[src/rtl/stopwatch_bcd_counter.sv]
`default_nettype none
// +----------------------------------------------------------------------------+
// | stopwatch_bcd_counter: BCD stopwatch (SS.hh) with run/pause/clear and lap   |
// | Rev 1.0                                                                     |
// +----------------------------------------------------------------------------+
module stopwatch_bcd_counter #(
  parameter int EDGE_MODE    = 1,
  parameter int SEC_TENS_MAX = 5
) (
  input  logic       clk,
  input  logic       resetSW,
  input  logic       tickIn,
  input  logic       startStop,
  input  logic       clear,
  input  logic       lap,
  output logic [3:0] secTens,
  output logic [3:0] secOnes,
  output logic [3:0] tenths,
  output logic [3:0] hundredths,
  output logic       running,
  output logic       lapActive,
  output logic       wrapPulse
);

  localparam logic [3:0] c_TENS_MAX = (SEC_TENS_MAX > 9) ? 4'd9 : 4'(SEC_TENS_MAX);
  localparam logic [3:0] c_DIGIT_MAX = 4'd9;

  typedef enum logic [1:0] {
    S_IDLE  = 2'd0,
    S_RUN   = 2'd1,
    S_PAUSE = 2'd2
  } state_t;

  state_t     r_state;
  state_t     w_state_next;
  logic       r_running;
  logic       r_tick_prev;
  logic       r_lap_active;
  logic       r_wrap;
  logic [3:0] r_cnt_st, r_cnt_so, r_cnt_te, r_cnt_hu;
  logic [3:0] r_lap_st, r_lap_so, r_lap_te, r_lap_hu;

  logic       w_qual_edge;
  logic       w_inc;
  logic       w_clear_cnt;
  logic       w_lap_next;
  logic       w_lap_capture;
  logic       w_c_hu, w_c_te, w_c_so, w_wrap;
  logic [3:0] w_nxt_st, w_nxt_so, w_nxt_te, w_nxt_hu;

  assign w_qual_edge = (EDGE_MODE != 0) ? (tickIn ^ r_tick_prev) : (tickIn & ~r_tick_prev);
  assign w_inc       = (r_state == S_RUN) && w_qual_edge;

  always_ff @(posedge clk) begin
    if (!resetSW) begin
      r_state     <= S_IDLE;
      r_running   <= 1'b0;
      r_tick_prev <= 1'b0;
    end else begin
      r_state     <= w_state_next;
      r_running   <= (w_state_next == S_RUN);
      r_tick_prev <= tickIn;
    end
  end

  // startStop takes priority over lap in RUN; clear takes priority over startStop in PAUSE
  always_comb begin
    w_state_next  = r_state;
    w_clear_cnt   = 1'b0;
    w_lap_next    = r_lap_active;
    w_lap_capture = 1'b0;
    case (r_state)
      S_IDLE: begin
        if (startStop) w_state_next = S_RUN;
      end
      S_RUN: begin
        if (startStop) begin
          w_state_next = S_PAUSE;
          w_lap_next   = 1'b0;
        end else if (lap) begin
          if (r_lap_active) begin
            w_lap_next = 1'b0;
          end else begin
            w_lap_next    = 1'b1;
            w_lap_capture = 1'b1;
          end
        end
      end
      S_PAUSE: begin
        if (clear) begin
          w_state_next = S_IDLE;
          w_clear_cnt  = 1'b1;
        end else if (startStop) begin
          w_state_next = S_RUN;
        end
      end
      default: begin
        w_state_next = S_IDLE;
        w_clear_cnt  = 1'b1;
        w_lap_next   = 1'b0;
      end
    endcase
  end

  // >= rather than == so a corrupted digit still rolls back into 0..9
  assign w_c_hu = w_inc  && (r_cnt_hu >= c_DIGIT_MAX);
  assign w_c_te = w_c_hu && (r_cnt_te >= c_DIGIT_MAX);
  assign w_c_so = w_c_te && (r_cnt_so >= c_DIGIT_MAX);
  assign w_wrap = w_c_so && (r_cnt_st >= c_TENS_MAX);

  always_comb begin
    w_nxt_hu = r_cnt_hu;
    w_nxt_te = r_cnt_te;
    w_nxt_so = r_cnt_so;
    w_nxt_st = r_cnt_st;
    if (w_inc)  w_nxt_hu = w_c_hu ? 4'd0 : r_cnt_hu + 4'd1;
    if (w_c_hu) w_nxt_te = w_c_te ? 4'd0 : r_cnt_te + 4'd1;
    if (w_c_te) w_nxt_so = w_c_so ? 4'd0 : r_cnt_so + 4'd1;
    if (w_c_so) w_nxt_st = w_wrap ? 4'd0 : r_cnt_st + 4'd1;
  end

  always_ff @(posedge clk) begin
    if (!resetSW || w_clear_cnt) begin
      r_cnt_st <= 4'd0;
      r_cnt_so <= 4'd0;
      r_cnt_te <= 4'd0;
      r_cnt_hu <= 4'd0;
      r_wrap   <= 1'b0;
    end else begin
      r_cnt_st <= w_nxt_st;
      r_cnt_so <= w_nxt_so;
      r_cnt_te <= w_nxt_te;
      r_cnt_hu <= w_nxt_hu;
      r_wrap   <= w_wrap;
    end
  end

  // Lap captures the pre-increment count; live count keeps running underneath
  always_ff @(posedge clk) begin
    if (!resetSW) begin
      r_lap_active <= 1'b0;
      r_lap_st     <= 4'd0;
      r_lap_so     <= 4'd0;
      r_lap_te     <= 4'd0;
      r_lap_hu     <= 4'd0;
    end else begin
      r_lap_active <= w_lap_next;
      if (w_lap_capture) begin
        r_lap_st <= r_cnt_st;
        r_lap_so <= r_cnt_so;
        r_lap_te <= r_cnt_te;
        r_lap_hu <= r_cnt_hu;
      end
    end
  end

  assign secTens    = r_lap_active ? r_lap_st : r_cnt_st;
  assign secOnes    = r_lap_active ? r_lap_so : r_cnt_so;
  assign tenths     = r_lap_active ? r_lap_te : r_cnt_te;
  assign hundredths = r_lap_active ? r_lap_hu : r_cnt_hu;
  assign running    = r_running;
  assign lapActive  = r_lap_active;
  assign wrapPulse  = r_wrap;

endmodule
`default_nettype wire
[config.mk]
export PLATFORM = sky130hd
export DESIGN_NAME = stopwatch_bcd_counter
export DESIGN_NICKNAME = d
export VERILOG_FILES = /design/src/rtl/stopwatch_bcd_counter.sv
export SDC_FILE = /design/constraint.sdc
export NUM_CORES = 1
export LEC_CHECK = 0
export ABC_AREA = 1
export CELL_PAD_IN_SITES_DETAIL_PLACEMENT = 1
export CELL_PAD_IN_SITES_GLOBAL_PLACEMENT = 2
export CORE_AREA = 2 2 76 78
export CTS_BUF_LIST = sky130_fd_sc_hd__clkbuf_8
export DETAILED_ROUTE_END_ITERATION = 16
export DIE_AREA = 0 0 78 80
export HOLD_SLACK_MARGIN = 0.06
export PLACE_DENSITY = 0.86
export SYNTH_ARGS = -nofsm -noshare
export SYNTH_HDL_FRONTEND = slang
export SYNTH_SLANG_ARGS = --single-unit
[constraint.sdc]
create_clock -name clk -period 3.01 [get_ports clk]
set_clock_uncertainty 0.1 [all_clocks]
set_input_delay 0.602 -clock clk [delete_from_list [all_inputs] [get_ports clk]]
set_output_delay 0.602 -clock clk [all_outputs]
set_load 0.03 [all_outputs]
== Word level (Yosys, flattened, before mapping) ==
Index checks and enable logic that the tools add are counted.
W data, S select, Z words.
Operators by class
  reduce and logical (&&, ||, !) cells: 11
  shifts and indexed selects: 0
  equal/unequal tests: 4
  $mul: 0
  add/subtract/negate cells: 4
  bitwise logic cells: 2
  order comparisons: 4
  div/mod/pow operators: 0
  muxes and demuxes: 21
Operators with widths (count)
  $mux W4: 8
  $add A4 B1 Y4 const B: 4
  $ge A4 B4 Y1 const B: 3
  $mux W1: 7
  $mux W2: 3
  $pmux W2 S3: 1
  $logic_and A1 B1 Y1: 5
  $eq A2 B1 Y1 const B: 2
  $ge A4 B3 Y1 const B: 1
  $pmux W1 S2: 2
  $reduce_or A2 Y1: 2
  $ne A3 B3 Y1 const B: 1
  $eq A2 B2 Y1 const B: 1
  $logic_not A2 Y1: 1
  $reduce_and A2 Y1: 1
  $logic_not A1 Y1: 1
  $logic_or A1 B1 Y1: 1
  $not A1 Y1: 1
  $xor A1 B1 Y1: 1
Storage, ports and cells
  bits in latches: 0
  memories kept: 0
  bits in read-only memories: 0
  input bits: 6
  bits in writable memories: 0
  output and inout port bits: 19
  register bits after elaboration: 38
  logic and storage cells: 59

== Longest topological paths before layout ==
Gate-level depths: netlist of run 1.
  word-level depth: 7
  depth in mapped cells: 11
  gate-level depth less buffers: 11

== Worst setup path before layout of run 1 ==
No wires, ideal clock.
  path type: register to output
  from: register r_lap_active, in the netlist lapActive
  to: output hundredths[0]
  path slack: 0.929 ns
  data required time: 2.308 ns
  path buffers: 1
  arrival: 1.379 ns
  stages on the path, launching flop included: 3
  cells stage by stage: dfxtp_1 clkbuf_1 o21ai_0
Between the ends
  word-level cells in the longest chain between the ends: 1
RTL lines
  from (decl): RTL line 38  | logic r_lap_active;
  from (signal assigned): RTL line 147  | r_lap_active <= w_lap_next;
  $mux W4: RTL line 160  | assign hundredths = r_lap_active ? r_lap_hu : r_cnt_hu;
  to (decl): RTL line 19  | output logic [3:0] hundredths,
Every way passes these cells.

== Final worst setup path of run 1 ==
  from: register r_lap_active, in the netlist lapActive
  to: output secOnes[2]
Between the ends
  word-level cells in the longest chain between the ends: 1
RTL lines
  $mux W4: RTL line 158  | assign secOnes = r_lap_active ? r_lap_so : r_cnt_so;
  to (decl): RTL line 17  | output logic [3:0] secOnes,
Every way passes these cells.

==> results of run 1 <==
Yosys cell counts, drive strengths merged:
cell | instances | share of area, %
nand2 | 53 | 12
ha | 12 | 8.1
o211a | 1 | 0.54
buf | 2 | 0.54
inv | 29 | 5.9
nor2 | 22 | 7.1
a211oi | 2 | 0.81
nor3b | 1 | 0.40
a21oi | 29 | 8.0
dfxtp | 38 | 41
nand3 | 4 | 1.3
nor3 | 6 | 1.6
a21boi | 1 | 0.40
o21ai | 38 | 10
nand4 | 3 | 1.0
clkbuf | 6 | 1.2
worst register-to-register path, cell delays in order (launching register included):
cell,delay (ns)
dfxtp_1,0.38
inv_1,0.12
ha_1,0.21
a21oi_1,0.40
inv_1,0.15
nor2_4,0.15
nand2_1,0.08
nand2_1,0.11
nor2_1,0.06
path summary, 6_finish.rpt:
path	from	endpoint	slack (ns)	cells after the start
setup reg to reg	r_cnt_so[0]	r_cnt_st[2]	1.16	8
hold reg to reg	r_cnt_te[3]	r_cnt_te[3]	0.39	2
hold / removal	r_cnt_te[3]	r_cnt_te[3]	0.39	2
setup / recovery	lapActive	secOnes[2]	0.18	4
power groups by stage:
stage / Sequential, W / Combinational (W) / Clock (W)
floorplan: 0.000538 / 0.0000515 / 0
global placement: 0.000539 / 0.0000814 / 0
finish: 0.000527 / 0.0000826 / 0.000361
detailed placement: 0.000539 / 0.0000841 / 0
CTS: 0.000527 / 0.0000843 / 0.000374
global route: 0.000529 / 0.0000921 / 0.000401
kinds of logic (layout without fill, tap and decap cells):
family,after synthesis,after routing,share of synthesized area (%)
AO/OA/AOI/OAI,71,71,20.0
adder cells (fa/ha/maj),12,12,8.08
buffers and inverters,37,65,7.61
flip-flops,38,38,40.9
AND/OR/NAND/NOR,89,89,23.4
sequential cells by signal, indices dropped and copies added (netlist names):
register     count
wrapPulse        1
r_lap_st         4
r_cnt_st         4
r_lap_so         4
r_lap_hu         4
r_tick_prev      1
r_cnt_so         4
r_state          2
running          1
r_cnt_hu         4
r_lap_te         4
lapActive        1
r_cnt_te         4
cell type report:
type / instances / share of cell area, %
Multi-Input combinational cell: 172 / 42.0
Sequential cell: 38 / 33.4
Timing Repair Buffer: 28 / 11.9
Inverter: 29 / 4.78
Tap cell: 72 / 3.96
Clock buffer: 6 / 3.63
Clock inverter: 2 / 0.385
layer usage:
layer	part of all wire, %	GRT usage (%)
met1	48	18.9
met2	49	27.8
met5	0	0
met4	1.3	4.74
met3	2.3	3.51
per-stage QoR:
stage / power, W / hold WS (ns)
2_1_floorplan: 0.000590 / 0.337
3_3_place_gp: 0.000620 / 0.355
3_5_place_dp: 0.000623 / 0.375
4_1_cts: 0.000986 / 0.396
5_1_grt: 0.00102 / 0.418
6_report: 0.000971 / 0.393
==> impl_metrics.json, run 1 <==
{
  "run_status": "completed",
  "die_y_um": 80,
  "fmax_mhz": 354,
  "portBuffers": 24,
  "fin_util_pct": 42.1,
  "grt_max_degree": 33,
  "vias_per_cell": 4.84,
  "worst_slack_ns": 0.183,
  "clkSinkCount": 38,
  "drv_slew": 0,
  "worstMarginPinSlew_ns": 0.644,
  "ys_ff_latch": 38,
  "cts_hold_buf": 0,
  "slowest_delay_ns": 0.74,
  "cts_resized": 0,
  "finalNonFillerCells": 347,
  "hold_viol": 0,
  "p_sw_w": 0.000242,
  "start_util_pct": 34.4,
  "crit_path_start_kind": "flip-flop",
  "grt-ovfl-total": 0,
  "core_area_um2": 5410,
  "antenna_left": 0,
  "wl_um": 4480,
  "grt_pass1_vias": 1658,
  "ys_types": 25,
  "fillers": 680,
  "fin_area_um2": 2280,
  "place_ws_ns": 0.464,
  "hpwl_um": 3320,
  "crit_family": "buffers and inverters",
  "final_common_cell": "nand2_1",
  "ys_warn_count": 0,
  "seqPwrFrac_pct": 54.3,
  "p_leak_nw": 0.940,
  "chipWidth_um": 78,
  "layout_common_cells": "nand2_1 (48), dfxtp_1 (38), o21ai_0 (36)",
  "seq_area_um2": 761,
  "antenna_found_initial": 0,
  "crit_type": "flip-flop to output port",
  "drt_iter0_markers": 69,
  "crit_chain": "buf_4, nand2_1, o21ai_0, clkdlybuf4s50_1",
  "worst-path-max-fanout": 19,
  "synth_area_um2": 1860,
  "wire_per_inst_um": 12.9,
  "drive_above_1_share_pct": 9.82,
  "path_clk_slew_ns": 0.08,
  "dp.cells": 339,
  "first_pass_iters": 4,
  "fp-row-count": 27,
  "place_area_um2": 2190,
  "fin_tns_setup_ns": 0,
  "htreeDepth": 2,
  "combPwrFrac_pct": 8.5,
  "synthCells": 247,
  "insertion_delay_ns": 0.29,
  "crit_slowest_cell": "dfxtp_1",
  "cts_root_buf": "clkbuf_8",
  "drv_cap": 0,
  "cts_tree": "done",
  "power_density_nw_per_um2": 426,
  "finalCritPeriodShare_pct": 93.9,
  "drc_errors": 0,
  "p_clk_share_pct": 37.2,
  "die-area_um2": 6240,
  "cp.buffers_inverters": 2,
  "fin_crit_ns": 2.83,
  "hp-class": "flip-flop to flip-flop",
  "fin_nets": 292,
  "grt_pass1_wl_um": 7740,
  "syn_to_final_growth_pct": 22.6,
  "crit_required_ns": 2.31,
  "rsz0062_at_grt": "false",
  "endpoint_kind": "output port",
  "synth.avg_cell_area_um2": 7.52,
  "relSlewSlack_pct": 57.0,
  "cts_buffers": 5,
  "netSwitchingFraction_pct": 24.9,
  "seq_area_frac_synth_pct": 40.9,
  "n_antenna_cell": 0,
  "grt_usage_pct": 15.7,
  "setup_viol": 0,
  "ioPinCount": 25,
  "globalplace.congestion": 0.782,
  "post-cts-setup-buffer-count": 0,
  "peakVddDrop_mv": 0.239,
  "arrival_ns": 2.12,
  "syn-num-nets": 265,
  "clockBufferDepth": 2,
  "power.internal_w": 0.000729,
  "multi_input_area_um2": 956,
  "vias": 1678
}
(Power assumes the default switching activity.)
==> run 2: changes to the inputs <==
--- a/config.mk
+++ b/config.mk
@@ -8,12 +8,12 @@
 export ABC_AREA = 1
 export CELL_PAD_IN_SITES_DETAIL_PLACEMENT = 1
 export CELL_PAD_IN_SITES_GLOBAL_PLACEMENT = 2
-export CORE_AREA = 2 2 76 78
+export CORE_AREA = 2 2 65 92
 export CTS_BUF_LIST = sky130_fd_sc_hd__clkbuf_8
 export DETAILED_ROUTE_END_ITERATION = 16
-export DIE_AREA = 0 0 78 80
+export DIE_AREA = 0 0 67 94
 export HOLD_SLACK_MARGIN = 0.06
-export PLACE_DENSITY = 0.86
+export PLACE_DENSITY = 0.84
 export SYNTH_ARGS = -nofsm -noshare
 export SYNTH_HDL_FRONTEND = slang
 export SYNTH_SLANG_ARGS = --single-unit
==> run 2 against run 1 <==
Sequential power about the same. Critical path type unchanged. Die area increased by 0.93%. Flip-flop and latch count unchanged. Cell area unchanged. Non-clock buffer count decreased by 1. Power increased by 0.69%. Register-to-register slack got worse by 0.08 ns. Critical path depth unchanged. Critical endpoint is now secOnes[3].
==> impl_metrics.json, run 2 (synthesized netlist as in run 1, its figures left out) <==
{
  "run_status": "completed",
  "finalCritPeriodShare_pct": 88.2,
  "layout_common_cells": "nand2_1 (48), dfxtp_1 (38), o21ai_0 (36)",
  "place_area_um2": 2190,
  "vias_per_cell": 4.82,
  "setup_viol": 0,
  "fin_util_pct": 41.8,
  "n_antenna_cell": 0,
  "dp.cells": 334,
  "drv_cap": 0,
  "fin_area_um2": 2280,
  "wl_um": 4570,
  "hold_viol": 0,
  "cts_root_buf": "clkbuf_8",
  "wire_per_inst_um": 13.3,
  "chipWidth_um": 67,
  "arrival_ns": 1.95,
  "portBuffers": 24,
  "drt_iter0_markers": 50,
  "finalNonFillerCells": 342,
  "power_density_nw_per_um2": 429,
  "syn_to_final_growth_pct": 22.6,
  "fin_tns_setup_ns": 0,
  "die-area_um2": 6300,
  "drv_slew": 0,
  "path_clk_slew_ns": 0.08,
  "crit_type": "flip-flop to output port",
  "antenna_left": 0,
  "final_common_cell": "nand2_1",
  "hpwl_um": 3380,
  "grt_pass1_wl_um": 7670,
  "fin_nets": 291,
  "relSlewSlack_pct": 62.2,
  "fmax_mhz": 377,
  "cts_hold_buf": 0,
  "cts_buffers": 5,
  "insertion_delay_ns": 0.29,
  "grt_usage_pct": 16.2,
  "endpoint_kind": "output port",
  "grt_max_degree": 33,
  "fillers": 707,
  "cts_tree": "done",
  "clockBufferDepth": 2,
  "reg2reg_depth": 8,
  "crit_path_start_kind": "flip-flop",
  "post-cts-setup-buffer-count": 0,
  "fin_crit_ns": 2.66,
  "htreeDepth": 2,
  "worstMarginPinSlew_ns": 0.568,
  "core_area_um2": 5450,
  "start_util_pct": 34.1,
  "globalplace.congestion": 0.722,
  "p_leak_nw": 0.937,
  "grt-ovfl-total": 0,
  "worst-path-max-fanout": 21,
  "die_y_um": 94,
  "hp-class": "flip-flop to flip-flop",
  "vias": 1650,
  "grt_pass1_vias": 1654,
  "drive_above_1_share_pct": 9.49,
  "hold_depth": 2,
  "peakVddDrop_mv": 0.211,
  "first_pass_iters": 4,
  "cts_resized": 0,
  "hold_ws_ns": 0.383,
  "antenna_found_initial": 0,
  "rsz0062_at_grt": "false",
  "ioPinCount": 25,
  "crit_required_ns": 2.31,
  "fp-row-count": 32,
  "clkSinkCount": 38,
  "drc_errors": 0
}
run 2: cell type report:
cell class	instances	area, um2	share of cell area (%)
Clock buffer	6	82.6	3.63
Clock inverter	2	8.76	0.385
Inverter	29	109	4.78
Multi-Input combinational cell	172	956	42.0
Sequential cell	38	761	33.4
Tap cell	68	85.1	3.74
Timing Repair Buffer	27	275	12.1
run 2: layer usage:
layer	global-route usage, %	vias up	part of all wire [%]
li1	-	853	-
met1	19.5	759	45
met2	27.1	28	49
met5	0	-	0
met4	8.16	0	2.8
met3	2.88	10	3.3
run 2: worst max-delay path: stages, from the launching register on:
cell             delay [ns]
dfxtp_1                0.61
buf_12                 0.21
nand2_1                0.07
o21ai_0                0.07
clkdlybuf4s50_1        0.69
run 2: worst paths after layout:
kind,from,to,slack [ns]
worst min-delay path,r_cnt_te[3],r_cnt_te[3],0.38
worst max-delay path,lapActive,secOnes[3],0.35
worst max register to register,r_cnt_so[0],r_cnt_st[2],1.08
worst min register to register,r_cnt_te[3],r_cnt_te[3],0.38
run 2: power by group:
| group | internal, W | leakage, nW | switching (W) |
|---|---|---|---|
| clock | 0.000182 | 0.0524 | 0.000187 |
| combinational | 0.0000314 | 0.577 | 0.0000516 |
| sequential | 0.000516 | 0.308 | 0.00000975 |
run 2: per-stage QoR:
stage,total power (W),setup WS (ns)
5_1_grt,0.00102,0.192
3_5_place_dp,0.000623,0.665
4_1_cts,0.000994,0.316
6_report,0.000978,0.355
2_1_floorplan,0.000590,0.929
3_3_place_gp,0.000621,0.667
